--- src/rtl/ecc_reg_bank.sv ---
// rtl/ecc_reg_bank.sv - ECC configuration register bank with start/busy tracking
// Decodes APB accesses into four config registers, a status register and a core handshake.
module ecc_reg_bank #(
  parameter int AMBA_WORD       = 16,
  parameter int AMBA_ADDR_WIDTH = 20,
  parameter int DATA_WIDTH      = 8
) (
  input  logic                       clk,
  input  logic                       reset,
  input  logic                       REG_ENABLE,
  input  logic                       PWRITE,
  input  logic [AMBA_ADDR_WIDTH-1:0] PADDR,
  input  logic [AMBA_WORD-1:0]       PWDATA,
  output logic [AMBA_WORD-1:0]       PRDATA,
  output logic [1:0]                 CTRL,
  output logic [DATA_WIDTH-1:0]      DATA_IN,
  output logic [1:0]                 CODEWORD_WIDTH,
  output logic [DATA_WIDTH-1:0]      NOISE,
  output logic                       start,
  input  logic                       core_done
);

  typedef enum logic {IDLE = 1'b0, BUSY = 1'b1} state_t;

  localparam logic [2:0] SEL_CTRL   = 3'd0;
  localparam logic [2:0] SEL_DATA   = 3'd1;
  localparam logic [2:0] SEL_CWW    = 3'd2;
  localparam logic [2:0] SEL_NOISE  = 3'd3;
  localparam logic [2:0] SEL_STATUS = 3'd4;

  state_t                state_q, state_d;
  logic                  start_q, start_d;
  logic                  wr_dropped_q, wr_dropped_d;
  logic [1:0]            ctrl_q, ctrl_d;
  logic [DATA_WIDTH-1:0] data_in_q, data_in_d;
  logic [1:0]            cww_q, cww_d;
  logic [DATA_WIDTH-1:0] noise_q, noise_d;

  logic [2:0] sel;
  logic       wr_acc;
  logic       rd_acc;
  logic       cfg_sel;
  logic       ctrl_go;
  logic       drop;
  logic       unused_bits;

  assign sel     = PADDR[4:2];
  assign wr_acc  = REG_ENABLE & PWRITE;
  assign rd_acc  = REG_ENABLE & ~PWRITE;
  assign cfg_sel = (sel <= SEL_NOISE);
  // Only an idle CTRL write with a legal opcode launches the core.
  assign ctrl_go = wr_acc && (state_q == IDLE) && (sel == SEL_CTRL) && (PWDATA[1:0] != 2'd3);
  assign drop    = wr_acc && ((state_q == BUSY && cfg_sel) ||
                              (state_q == IDLE && sel == SEL_CTRL && PWDATA[1:0] == 2'd3));
  assign unused_bits = ^{PADDR, PWDATA};

  always_ff @(posedge clk or posedge reset) begin
    if (reset) begin
      state_q      <= IDLE;
      start_q      <= 1'b0;
      wr_dropped_q <= 1'b0;
      ctrl_q       <= '0;
      data_in_q    <= '0;
      cww_q        <= '0;
      noise_q      <= '0;
    end else begin
      state_q      <= state_d;
      start_q      <= start_d;
      wr_dropped_q <= wr_dropped_d;
      ctrl_q       <= ctrl_d;
      data_in_q    <= data_in_d;
      cww_q        <= cww_d;
      noise_q      <= noise_d;
    end
  end

  always_comb begin
    state_d = state_q;
    case (state_q)
      IDLE: if (ctrl_go) state_d = BUSY;
      BUSY: if (core_done) state_d = IDLE;
      default: state_d = IDLE;
    endcase
  end

  always_comb begin
    start_d      = ctrl_go;
    ctrl_d       = ctrl_q;
    data_in_d    = data_in_q;
    cww_d        = cww_q;
    noise_d      = noise_q;
    wr_dropped_d = wr_dropped_q;
    if (rd_acc && sel == SEL_STATUS) wr_dropped_d = 1'b0;
    // Setting must win over a same-cycle status-read clear.
    if (drop) wr_dropped_d = 1'b1;
    if (wr_acc && state_q == IDLE) begin
      case (sel)
        SEL_CTRL:  if (ctrl_go) ctrl_d = PWDATA[1:0];
        SEL_DATA:  data_in_d = PWDATA[DATA_WIDTH-1:0];
        SEL_CWW:   cww_d = PWDATA[1:0];
        SEL_NOISE: noise_d = PWDATA[DATA_WIDTH-1:0];
        default: ;
      endcase
    end
  end

  always_comb begin
    PRDATA = '0;
    if (rd_acc) begin
      case (sel)
        SEL_CTRL:   PRDATA[1:0] = ctrl_q;
        SEL_DATA:   PRDATA[DATA_WIDTH-1:0] = data_in_q;
        SEL_CWW:    PRDATA[1:0] = cww_q;
        SEL_NOISE:  PRDATA[DATA_WIDTH-1:0] = noise_q;
        SEL_STATUS: PRDATA[1:0] = {wr_dropped_q, state_q == BUSY};
        default:    PRDATA = '0;
      endcase
    end
  end

  assign CTRL           = ctrl_q;
  assign DATA_IN        = data_in_q;
  assign CODEWORD_WIDTH = cww_q;
  assign NOISE          = noise_q;
  assign start          = start_q;

endmodule
--- config.mk ---
export PLATFORM = sky130hd
export DESIGN_NAME = ecc_reg_bank
export DESIGN_NICKNAME = d
export VERILOG_FILES = /design/src/rtl/ecc_reg_bank.sv
export SDC_FILE = /design/constraint.sdc
export NUM_CORES = 1
export LEC_CHECK = 0
export BUFFER_PORTS_ARGS = -buffer_cell sky130_fd_sc_hd__buf_2
export CORE_UTILIZATION = 46
export CTS_BUF_LIST = sky130_fd_sc_hd__clkbuf_4
export DETAILED_ROUTE_END_ITERATION = 7
export MAX_ROUTING_LAYER = met4
export PLACE_DENSITY_LB_ADDON = 0.3
export SYNTH_ARGS = -nofsm -noshare
export SYNTH_HDL_FRONTEND = slang
export SYNTH_SLANG_ARGS = --single-unit
--- constraint.sdc ---
create_clock -name clk -period 5.4 [get_ports clk]
set_input_delay 1.62 -clock clk [delete_from_list [all_inputs] [get_ports clk]]
set_output_delay 1.62 -clock clk [all_outputs]
set_load 0.01 [all_outputs]
==> results.tsv <==
metric	value	unit
vias in the first global route	785	
num rows	17	
Worst Setup End Kind	primary output	
initial antenna violation count	0	
Crit-path slowest cell	mux4_2	
hold path start	NOISE[4]	
grt total ovfl	0	
post-route minimum period	4271	ps
final-report max-slew violation count	0	
CTS Buffer Depth	2	
Initial DRC Count	5	
hold_buf cts	0	
vias post-DR	867	
vias per inst	5.130	
CTS root buf	clkbuf_4	
Max Cap Violations	0	
area leader, netlist	dfrtp_1	
WS Path Type	in -> out	
clk slew on worst S/H paths	110	ps
crit-path cells	buf_2 > mux4_2 > nand3b_1 > o21ai_0 > buf_2	
Seq/Total Area, Yosys	48.94	%
fin util	60.39	%
largest net degree at the start of global routing	24	
slowest stage delay, CP	530	ps
WP data arrival	2650	ps
Cell Area, Synth	1176	um^2
TritonCTS clock tree	built	
worst rel slew slack	43.47	%
wirelength, routed	2.284	mm
slack of the critical path	1129	ps
Hold Fails Final Rpt	0	
first-pass GRT wire length	3.594	mm
Mapped Cells	97	
pwr dens	323.9	nW/um^2
Max VDD drop	0.0002098	V
Die W	52.57	um
critical path data required time	3780	ps
Hold Crit Class	reg -> reg	
Yosys cell types	24	
htree depth	1	
gr usage total	18.82	%
Initial Util	50.73	%
clock buffer count from CTS	3	
Core Footprint	2318	um^2
worst skew pair latency	310	ps
Post-CTS Resized	0	
wire per inst	13.51	um
crit path launch	PADDR[2]	
WHS	545.5	ps
EDFF count, synth	0	
FF+latch count, synth	23	
synthesis-to-finish area growth	19.04	%
Setup Skew	8.339	ps
Async SR Flop Fraction	100.0	%
drt drc	0	
Setup crit start kind	input pin	
DP HPWL	1.714	mm
unrepaired setup endpoints after global routing	no	
fraction of layout cells with a size suffix above 1	51.06	%
Crit Reg-Reg Startpoint	state_q	
status	complete, no violations	
clk sink count	23	
synth top area cells	dfrtp_1 49%, mux2_2 17%, buf_4 5.7%	
top cells by count, synth	23 x dfrtp_1, 18 x mux2_2, 9 x buf_4, 8 x nor2_1, 6 x mux2i_1	
Layout Cells excl Fill	169	
Die H	52.57	um
post-synth top area share	48.94	%
Tightest Pin Transition	847.0	ps
ANT cells	0	
cell repeated most along the worst path	buf_2	
fill count	216	
period utilisation layout	79.10	%
GP Congestion	0.7833	
Crit Path Max Fanout	9	
post-route setup TNS	0	ps
Achievable Freq	234.1	MHz
fin nets	183	
# setup viols final	0	
YS warnings	0	
die area	2763	um^2
placed insts	165	
Leakage	0.7257	nW
most common cell in the netlist	dfrtp_1	
IO Port Bufs	44	
antenna viol nets, final	0	
Post-Place Worst Slack	1129	ps
Post-CTS Setup Inserts	0	
I/O Pins	78	
Top FF cell, synth	dfrtp_1	
drt pass-1 iters	4	
Synth Area per Inst	12.13	um^2
[path summary, 6_finish.rpt]
kind | to | slack, ps | cells past startpoint
max reg2reg | NOISE[5] | 3710 | 4
min reg2reg | NOISE[4] | 550 | 1
max | PRDATA[1] | 1130 | 5
min | NOISE[4] | 550 | 1
max in group asynchronous | NOISE[5] | 3410 | 2
min in group asynchronous | DATA_IN[3] | 1460 | 2
[per-layer routing]
metal  share of wire [%]  vias up  GRT usage (%)
li1                    -      412              -
met1                  45      418          24.86
met2                  48       33          30.38
met3                 4.9        4          1.739
met4                 1.4        0          6.579
met5                   0        -              -
[registers in the layout, indices dropped and copies added (netlist names)]
name and cells:
DATA_IN 8, CTRL 2, wr_dropped_q 1, CODEWORD_WIDTH 2
NOISE 8, start 1, state_q 1
[placed cells by master, fill, tap and decap left out, drive strengths merged, types with 3 or more instances in the layout]
master	instances
a21oi	5
conb	8
mux2	18
inv	3
buf	45
clkbuf	3
mux2i	6
nor2	8
nand3b	5
dfrtp	23
[critical path: cells and delay by family]
family,cells,cell delay (ps)
AO/OA/AOI/OAI,1,70
buffers and inverters,2,330
AND/OR/NAND/NOR,1,100
multiplexers,1,530
[per-stage QoR]
stage	instance area (um^2)	power, mW
3_5_place_dp	1373	0.3823
5_1_grt	1400	0.4815
4_1_cts	1400	0.4575
6_report	1400	0.4535
3_3_place_gp	1373	0.3755
2_1_floorplan	1202	0.3263
[cell type report]
type                       count  area (um^2)  area share [%]
sequential                    23        575.6           41.11
multi-input combinational     66        523.0           37.35
timing repair buffer          45        227.7           16.26
tap                           28        35.03           2.502
clock buffer                   3        22.52           1.609
inverter                       3        11.26          0.8043
clock inverter                 1        5.005          0.3575
[power by group]
group	internal, mW	switching [mW]	leakage, nW
clock network	0.0276	0.0492	0.0177
logic	0.0725	0.0662	0.422
registers	0.211	0.0272	0.286
[kinds of logic (layout without fill, tap and decap cells)]
kind of cell    count (synthesis)  count (layout)  share of synthesized area (%)
mux                            26              26                          26.17
compound gates                 10              10                          4.894
buf+inv                        15              52                          8.829
simple gates                   22              22                          10.85
flops                          23              23                          48.94
other cells                     1               8                         0.3188
Note: power is estimated with default switching activity, not from simulation.
